===== src/rtl/pe_pkg.sv =====
// Shared definitions for the fixed-point PE family: default geometry, slot/result
// types and a round/saturate helper. PE_ROUND_EVEN_EN selects round-half-to-even.
package pe_pkg;

  localparam int PE_INT_BITS   = 7;
  localparam int PE_FRAC_BITS  = 9;
  localparam int PE_NUM_ACC    = 8;
  localparam int PE_GUARD_BITS = 4;
  localparam int PE_OUT_DEPTH  = 2;

  localparam int PE_W      = PE_INT_BITS + PE_FRAC_BITS;
  localparam int PE_ACC_W  = 2 * PE_W + PE_GUARD_BITS;
  localparam int PE_SLOT_W = $clog2(PE_NUM_ACC);

  typedef logic [PE_SLOT_W-1:0] slot_t;

  typedef struct packed {
    logic [PE_W-1:0] data;
    slot_t           slot;
    logic            sat;
  } pe_result_t;

  // Round an accumulator of the default geometry back to Q(INT.FRAC) and clip it.
  function automatic pe_result_t round_sat(input logic signed [PE_ACC_W-1:0] acc,
                                           input slot_t slot);
    logic [PE_ACC_W:0]        one;
    logic [PE_ACC_W:0]        half;
    logic signed [PE_ACC_W:0] ext;
    logic signed [PE_ACC_W:0] biased;
    logic signed [PE_ACC_W:0] shifted;
    logic [PE_ACC_W-PE_W+1:0] hi;
    pe_result_t               r;
    one  = {{PE_ACC_W{1'b0}}, 1'b1};
    half = one << (PE_FRAC_BITS - 1);
    ext  = {acc[PE_ACC_W-1], acc};
`ifdef PE_ROUND_EVEN_EN
    biased = ext + (half - one) + {{PE_ACC_W{1'b0}}, ext[PE_FRAC_BITS]};
`else
    biased = ext + half;
`endif
    shifted = biased >>> PE_FRAC_BITS;
    hi      = shifted[PE_ACC_W:PE_W-1];
    r.slot  = slot;
    r.sat   = !((&hi) || !(|hi));
    if (r.sat)
      r.data = shifted[PE_ACC_W] ? {1'b1, {(PE_W-1){1'b0}}} : {1'b0, {(PE_W-1){1'b1}}};
    else
      r.data = shifted[PE_W-1:0];
    return r;
  endfunction

endpackage


===== src/rtl/pe_round_sat.sv =====
// Combinational round-then-saturate from a wide accumulator to a W-bit result.
// PE_ROUND_EVEN_EN selects round-half-to-even; otherwise round-half-up.
module pe_round_sat #(
  parameter int IN_W      = 36,
  parameter int OUT_W     = 16,
  parameter int FRAC_BITS = 9
) (
  input  logic signed [IN_W-1:0] acc_in,
  output logic [OUT_W-1:0]       data_out,
  output logic                   sat_out
);

  localparam logic [IN_W:0] ONE  = {{IN_W{1'b0}}, 1'b1};
  localparam logic [IN_W:0] HALF = ONE << (FRAC_BITS - 1);
`ifdef PE_ROUND_EVEN_EN
  localparam logic [IN_W:0] HALF_M1 = HALF - ONE;
`endif

  logic signed [IN_W:0]    ext;
  logic signed [IN_W:0]    biased;
  logic signed [IN_W:0]    shifted;
  logic [IN_W-OUT_W+1:0]   hi;

  // One extra MSB keeps the rounding bias from wrapping the most positive value;
  // the result fits when every bit above the output sign matches it.
  always_comb begin
    ext = {acc_in[IN_W-1], acc_in};
`ifdef PE_ROUND_EVEN_EN
    biased = ext + HALF_M1 + {{IN_W{1'b0}}, ext[FRAC_BITS]};
`else
    biased = ext + HALF;
`endif
    shifted = biased >>> FRAC_BITS;
    hi      = shifted[IN_W:OUT_W-1];
    sat_out = !((&hi) || !(|hi));
    if (sat_out)
      data_out = shifted[IN_W] ? {1'b1, {(OUT_W-1){1'b0}}} : {1'b0, {(OUT_W-1){1'b1}}};
    else
      data_out = shifted[OUT_W-1:0];
  end

endmodule


===== src/rtl/pe_mac_acc.sv =====
// Multiply-accumulate PE: signed product into one of NUM_ACC slots, flush emits the
// rounded/saturated slot through a credit-protected output FIFO. Macro: PE_ROUND_EVEN_EN.
module pe_mac_acc
  import pe_pkg::*;
#(
  parameter int INT_BITS   = PE_INT_BITS,
  parameter int FRAC_BITS  = PE_FRAC_BITS,
  parameter int NUM_ACC    = PE_NUM_ACC,
  parameter int GUARD_BITS = PE_GUARD_BITS,
  parameter int OUT_DEPTH  = PE_OUT_DEPTH
) (
  input  logic                               clk,
  input  logic                               rst_n,
  input  logic                               in_valid,
  output logic                               in_ready,
  input  logic [INT_BITS+FRAC_BITS-1:0]      in_a,
  input  logic [INT_BITS+FRAC_BITS-1:0]      in_b,
  input  logic [$clog2(NUM_ACC)-1:0]         in_slot,
  input  logic                               in_flush,
  output logic                               out_valid,
  input  logic                               out_ready,
  output logic [INT_BITS+FRAC_BITS-1:0]      out_data,
  output logic [$clog2(NUM_ACC)-1:0]         out_slot,
  output logic                               out_sat
);

  localparam int W      = INT_BITS + FRAC_BITS;
  localparam int PROD_W = 2 * W;
  localparam int ACC_W  = PROD_W + GUARD_BITS;
  localparam int SLOT_W = $clog2(NUM_ACC);
  localparam int PTR_W  = $clog2(OUT_DEPTH);
  localparam int CNT_W  = $clog2(OUT_DEPTH + 1);

  logic                     accept;
  logic                     pop;
  logic                     push;

  logic                     s1_valid;
  logic                     s1_flush;
  logic [SLOT_W-1:0]        s1_slot;
  logic signed [PROD_W-1:0] s1_prod;

  logic signed [ACC_W-1:0]  acc [NUM_ACC];
  logic signed [ACC_W-1:0]  prod_ext;
  logic signed [ACC_W-1:0]  acc_sum;

  logic                     s2_valid;
  logic [SLOT_W-1:0]        s2_slot;
  logic signed [ACC_W-1:0]  s2_sum;

  logic [W-1:0]             rs_data;
  logic                     rs_sat;

  logic [W-1:0]             data_mem [OUT_DEPTH];
  logic [SLOT_W-1:0]        slot_mem [OUT_DEPTH];
  logic                     sat_mem  [OUT_DEPTH];
  logic [PTR_W-1:0]         wr_ptr;
  logic [PTR_W-1:0]         rd_ptr;
  logic [CNT_W-1:0]         count;
  logic [CNT_W-1:0]         credits;

  assign in_ready  = (credits != CNT_W'(OUT_DEPTH));
  assign accept    = in_valid && in_ready;
  assign out_valid = (count != '0);
  assign pop       = out_valid && out_ready;
  assign push      = s2_valid;

  always_ff @(posedge clk) begin
    if (!rst_n) begin
      s1_valid <= 1'b0;
      s1_flush <= 1'b0;
      s1_slot  <= '0;
      s1_prod  <= '0;
    end else begin
      s1_valid <= accept;
      if (accept) begin
        s1_flush <= in_flush;
        s1_slot  <= in_slot;
        s1_prod  <= $signed(in_a) * $signed(in_b);
      end
    end
  end

  // Read-modify-write completes in S2, so the next beat to the same slot sees the
  // updated value without forwarding. A flush clears the slot and forwards the sum.
  assign prod_ext = {{GUARD_BITS{s1_prod[PROD_W-1]}}, s1_prod};
  assign acc_sum  = acc[s1_slot] + prod_ext;

  always_ff @(posedge clk) begin
    if (!rst_n) begin
      for (int i = 0; i < NUM_ACC; i++) acc[i] <= '0;
      s2_valid <= 1'b0;
      s2_slot  <= '0;
      s2_sum   <= '0;
    end else begin
      if (s1_valid) acc[s1_slot] <= s1_flush ? '0 : acc_sum;
      s2_valid <= s1_valid && s1_flush;
      s2_slot  <= s1_slot;
      s2_sum   <= acc_sum;
    end
  end

  pe_round_sat #(
    .IN_W      (ACC_W),
    .OUT_W     (W),
    .FRAC_BITS (FRAC_BITS)
  ) u_round_sat (
    .acc_in   (s2_sum),
    .data_out (rs_data),
    .sat_out  (rs_sat)
  );

  // Credits reserve a FIFO entry at acceptance, so a push never finds the FIFO full.
  always_ff @(posedge clk) begin
    if (!rst_n) begin
      for (int i = 0; i < OUT_DEPTH; i++) begin
        data_mem[i] <= '0;
        slot_mem[i] <= '0;
        sat_mem[i]  <= 1'b0;
      end
      wr_ptr  <= '0;
      rd_ptr  <= '0;
      count   <= '0;
      credits <= '0;
    end else begin
      if (push) begin
        data_mem[wr_ptr] <= rs_data;
        slot_mem[wr_ptr] <= s2_slot;
        sat_mem[wr_ptr]  <= rs_sat;
        wr_ptr <= (wr_ptr == PTR_W'(OUT_DEPTH - 1)) ? '0 : wr_ptr + 1'b1;
      end
      if (pop)
        rd_ptr <= (rd_ptr == PTR_W'(OUT_DEPTH - 1)) ? '0 : rd_ptr + 1'b1;
      case ({push, pop})
        2'b10:   count <= count + 1'b1;
        2'b01:   count <= count - 1'b1;
        default: count <= count;
      endcase
      case ({accept && in_flush, pop})
        2'b10:   credits <= credits + 1'b1;
        2'b01:   credits <= credits - 1'b1;
        default: credits <= credits;
      endcase
    end
  end

  assign out_data = data_mem[rd_ptr];
  assign out_slot = slot_mem[rd_ptr];
  assign out_sat  = sat_mem[rd_ptr];

endmodule

===== config.mk =====
export PLATFORM = sky130hd
export DESIGN_NAME = pe_mac_acc
export DESIGN_NICKNAME = d
export VERILOG_FILES = /design/src/rtl/pe_pkg.sv /design/src/rtl/pe_round_sat.sv /design/src/rtl/pe_mac_acc.sv
export SDC_FILE = /design/constraint.sdc
export NUM_CORES = 1
export LEC_CHECK = 0
export ABC_AREA = 1
export CORE_UTILIZATION = 50
export DETAILED_ROUTE_END_ITERATION = 12
export PLACE_DENSITY = 0.76
export REMOVE_ABC_BUFFERS = 1
export SKIP_CTS_REPAIR_TIMING = 1
export SYNTH_ARGS = -nofsm -noshare
export SYNTH_HDL_FRONTEND = slang
export SYNTH_SLANG_ARGS = --single-unit

===== constraint.sdc =====
create_clock -name clk -period 7.66 [get_ports clk]
set_input_delay 1.915 -clock clk [delete_from_list [all_inputs] [get_ports clk]]
set_output_delay 1.915 -clock clk [all_outputs]
set_load 0.05 [all_outputs]

; ---- Yosys cells after proc, flatten, opt, wreduce, memory -nomap -nowiden
; Memory sizes are Yosys's and may differ from the RTL's. A register that Yosys moved wholly into a read port is not among the register bits.
; Index checks and enable logic that the tools add are counted.
; W data, S select, Z words.
[classes]
add_sub_neg = 8
multipliers = 1
eq_ne = 5
reduce_logical = 16
muxes = 34
[op_table]
columns = op, count
row1 = $mux W36, 2
row2 = $mux W16, 3
row3 = $add A36 B10 Y37 const B, 1
row4 = $add A36 B32 Y36, 1
row5 = $reduce_or A36 Y1, 1
row6 = $mul A16 B16 Y32, 1
row7 = $mux W1, 23
row8 = $reduce_or A16 Y1, 1
row9 = $reduce_and A13 Y1, 1
row10 = $reduce_or A13 Y1, 1
row11 = $mux W3, 4
row12 = $pmux W2 S2, 2
row13 = $reduce_bool A2 Y1, 3
row14 = $add A2 B1 Y2 const B, 2
row15 = $eq A2 B1 Y1 const B, 2
row16 = $eq A2 B2 Y1 const B, 2
row17 = $logic_and A1 B1 Y1, 4
row18 = $sub A2 B1 Y2 const B, 2
row19 = $reduce_or A3 Y1, 1
row20 = $add A1 B1 Y1 const B, 2
row21 = $logic_not A1 Y1, 2
row22 = $ne A2 B2 Y1 const B, 1
row23 = $logic_or A1 B1 Y1, 1
row24 = $reduce_or A1 Y1, 1
[word_totals]
ramBits = 328
word_cells = 79
out_inout_bits = 22
mem_count = 4
input_bits = 40
reg_bits = 83
[mem_list]
columns = name, words, width, rd, rd_ports_with_merged_regs, write_ports, line
row1 = acc, 8, 36, 1, 1, 8, pe_mac_acc.sv:43  ; logic signed [ACC_W-1:0] acc [NUM_ACC];
row2 = data_mem, 2, 16, 1, 1, 2, pe_mac_acc.sv:54  ; logic [W-1:0] data_mem [OUT_DEPTH];
row3 = slot_mem, 2, 3, 1, 1, 2, pe_mac_acc.sv:55  ; logic [SLOT_W-1:0] slot_mem [OUT_DEPTH];
row4 = sat_mem, 2, 1, 1, 1, 2, pe_mac_acc.sv:56  ; logic sat_mem [OUT_DEPTH];

; ---- Longest topological paths before layout
[logic_depth]
ltp_word = 6
mapped_depth = 29
ltp_nobuf = 27

; ---- By module
; Synthesis repeated with hierarchy kept, for this count alone.
[hier_totals]
hier_cells = 3911
area_unflattened_um2 = 31617.8
[by_module_without_submodules]
columns = mod, cells_each, instances, seq_area_each_um2, area_per_inst_um2
row1 = pe_mac_acc, 3672, 1, 11571.1, 30500.5
row2 = pe_round_sat, 239, 1, 0.0, 1117.3

; ---- Least setup slack after synthesis
; OpenSTA, ideal clock, no wires.
[synth_path]
path_kind = input to register
startpoint = input in_b[6]
endpoint = register s1_prod[31]
path_buffers = 2
stages = 23
required_time_ns = 7.551
setup_ns = 0.109
setup_slack_ns = 0.526
arrival_time_ns = 7.026
cell_sequence = clkbuf_1 -> clkbuf_1 -> nand2_1 -> fa_1 -> inv_1 -> fa_1 -> fa_1 -> fa_1 -> fa_1 -> inv_1 -> fa_1 -> inv_1 -> ha_1 -> a21oi_1 -> nor2b_1 -> nand2_1 -> o21bai_1 -> nor2_1 -> inv_1 -> nand2_1 -> nand3_1 -> nand2_1 -> inv_1
[synth_via]
elab_chain_len = 1
[synth_rtl]
columns = item, line
row1 = start: declaration, pe_mac_acc.sv:17  ; input logic [INT_BITS+FRAC_BITS-1:0] in_b,
row2 = $mul A16 B16 Y32, pe_mac_acc.sv:79  ; s1_prod <= $signed(in_a) * $signed(in_b);
row3 = end signal: assignment, pe_mac_acc.sv:79
row4 = end: declaration, pe_mac_acc.sv:41  ; logic signed [PROD_W-1:0] s1_prod;
; Every way passes these cells.
; A chain may end at the register's enable or synchronous reset.

; ---- Final worst setup path
[layout_path]
startpoint = input in_a[14]
endpoint = register s1_prod[28]
[layout_via]
elab_chain_len = 1
[layout_rtl]
columns = item, line
row1 = start: declaration, pe_mac_acc.sv:16  ; input logic [INT_BITS+FRAC_BITS-1:0] in_a,
row2 = $mul A16 B16 Y32, pe_mac_acc.sv:79
; Every way passes these cells.

==> results by group <==
Layout
  – Final core utilization: 0.5704
  – Most frequent cells in the layout: 753 x nor2_1, 591 x nand2_1, 580 x inv_1
  – Multi-input gate area: 0.01615 mm²
  – Ant diodes: 0
  – Share of post-route cells with drive strength above 1: 0.07327
  – Sequential cell area: 0.01142 mm²
  – Most common cell after layout, fill and taps aside: nor2_1
  – Layout Nets: 4118
  – Final cell count without fillers: 4499
  – Layout area overhead: 11.70%
  – Fillers: 5192

Timing
  – Final Cycle Share: 0.9475
  – Final hold violation count: 0
  – Rel. slew slack: 0.2222
  – Max Fclk: 137.8 MHz
  – Layout Skew: 0.02227 ns
  – Max-slew violations: 0
  – RSZ-0062 raised after global routing: no
  – Fin crit period: 7.258 ns
  – Setup ws final: 0.4019 ns
  – Final setup fails: 0
  – Setup tns final: 0 ns
  – Worst-margin pin slew: 1.163 ns

Floorplan
  – Die H: 248.5 µm
  – I/O Pins: 62
  – Die Area: 0.06173 mm²
  – Starting Density: 0.5107
  – Area of the core: 0.05946 mm²
  – Die W: 248.5 µm
  – Cell row count: 89

GRT
  – Global-route wire length before repair: 133200 µm
  – Pin count of the biggest net entering global routing: 81
  – Vias in the first global route: 24458
  – GRT Total Usage: 0.2747
  – GR Util met1: 0.3906
  – Met3 Use GR: 0.04365
  – Initial antenna violation count: 0
  – Met2 Usage GRT: 0.4369
  – Gr ovfl total: 0
  – Global route hottest layer: met2

Worst setup path
  – Flop2flop setup slack: 2.49 ns
  – CP max stage delay: 0.65 ns
  – Crit path cell chain: clkdlybuf4s50_1 -> nand2_1 -> inv_1 -> fa_1 -> inv_1 -> fa_1 -> inv_1 -> fa_1 -> inv_1 -> fa_1 -> fa_1 -> fa_1 -> inv_1 -> ha_1 -> a21oi_1 -> a21boi_0 -> nor2_1 -> nor2_1 -> inv_1 -> a21oi_1 -> a21oi_1 -> o21ai_0 -> inv_1
  – Critical Path RT: 8.11 ns
  – Worst Path Arrival: 7.71 ns
  – Worst reg-to-reg path cell count: 15
  – Worst setup path class: input port to flip-flop
  – Most frequent CP cell: inv_1
  – Startpoint type of the worst setup path: input port
  – Critical Path End Type: flip-flop
  – Critical-path top delay cell: clkdlybuf4s50_1
  – Worst Path Max Fanout: 8

Route
  – Antenna Nets Post-Route: 0
  – Iteration-0 DRC Markers: 2673
  – Vias: 24792
  – Via/cell ratio: 5.511
  – Total Wirelength: 83030 µm
  – Average routed wire per standard cell: 18.45 µm
  – TritonRoute pass-1 iters: 6
  – Remaining DRCs: 0

Synth
  – Mapped cell area: 0.03037 mm²
  – Post-synthesis cell type count: 47
  – Synthesized flop and latch total: 407
  – Synth top area cells: edfxtp_1 32%, fa_1 17%, nor2_1 9.3%, nand2_1 7.4%, inv_1 7.2%
  – Synth Instances: 3618
  – Mean post-synth cell area: 8.394 µm²
  – Seq/Total Area, Yosys: 0.3757
  – Ys Warns: 0
  – Area leader, netlist: edfxtp_1
  – Post-synth top area share: 0.3223

Clock network
  – Clk Latency, worst-skew pair: 0.56 ns
  – CTS buffer count: 41
  – CTS clk-pin slew, worst paths: 0.06 ns
  – Root buf cell: clkbuf_16
  – Depth of the CTS H-tree: 2
  – CTS Sinks: 407
  – Clk buf depth: 3
  – CTS tree: built

Placement
  – # placed instances: 4425
  – Hpwl dp: 59410 µm
  – I/O Buffers: 61
  – Pre-CTS WS: -0.1083 ns
  – Gp weighted congestion: 1.079

Run status
  – Outcome: completed

Run
  – Max-cap violations: 0

Hold path
  – Hold path depth: 2
  – Worst hold path type: flip-flop to flip-flop
metrics by stage:
stage          hold WS (ns)  area [µm²]
4_1_cts              0.4649       33920
3_3_place_gp         0.4367       32570
5_1_grt              0.4926       33920
3_5_place_dp         0.4544       32570
2_1_floorplan        0.4255       29740
6_report             0.4623       33920
Yosys cell counts, drive strengths merged:
| library cell | count |
|---|---|
| nor3b | 1 |
| mux2 | 19 |
| nand3b | 1 |
| o21a | 3 |
| a21boi | 2 |
| nor2 | 763 |
| a31oi | 52 |
| xnor2 | 19 |
| or2 | 13 |
| clkbuf | 145 |
| a31o | 7 |
| and2 | 2 |
| fa | 263 |
| nor3 | 20 |
| and3 | 1 |
| edfxtp | 326 |
| a211oi | 2 |
| xor2 | 29 |
| o211ai | 13 |
| o221ai | 3 |
| a21o | 4 |
| o21ai | 231 |
| o21bai | 7 |
| a21oi | 111 |
| dfxtp | 81 |
| ha | 120 |
| nor2b | 1 |
| nand2b | 1 |
| nand3 | 101 |
| nand4 | 27 |
| nand2 | 605 |
| buf | 20 |
| clkinv | 4 |
| inv | 582 |
| o22ai | 39 |
cells by family (layout without fill, tap and decap cells):
| logic type | after synthesis | after routing | share of synthesized area |
|---|---|---|---|
| DFF | 407 | 407 | 0.3757 |
| buffers and inverters | 751 | 859 | 0.09328 |
| and+or+nand+nor | 1536 | 1536 | 0.2015 |
| xor gates and xnor gates | 48 | 48 | 0.01384 |
| muxes | 19 | 19 | 0.007045 |
| adders and majority gates | 383 | 383 | 0.2228 |
| AOI/OAI and AO/OA | 474 | 474 | 0.08582 |
critical path, delay by kind of cell:
family	cells	cell delay, ns
simple gates	3	0.39
compound gates	5	0.96
fa+ha+maj	7	3.38
buf+inv	8	1.06
metal layers:
metal,vias to the layer above,wire length [µm]
met4,0,2026
li1,11606,-
met3,148,8205
met5,-,0
met1,11842,34890
met2,1196,37910
flip-flops by register name, indices dropped and copies added (netlist names), 2 cells and up, named ones only:
register,cells
acc,288
data_mem,32
s1_prod,32
s2_sum,28
slot_mem,6
s1_slot,3
s2_slot,3
count,2
credits,2
sat_mem,2
layout make-up:
type	count	share of cell area
multi-input cells	2460	0.4760
flip-flops and latches	407	0.3365
inverters	586	0.06492
repair buffers	199	0.05430
clock buffers	49	0.03176
well taps	773	0.02851
clock inverters	25	0.008004
path summary, 6_finish.rpt:
path,startpoint,endpoint
hold / removal,s1_valid,push
setup / recovery,in_a[14],s1_prod[28]
hold reg to reg,s1_valid,push
setup reg to reg,flip-flop,acc[3][18]
Power is left out: the tool's default activity adds up to more than one toggle a clock period on the data nets, which glitch-free logic cannot reach.
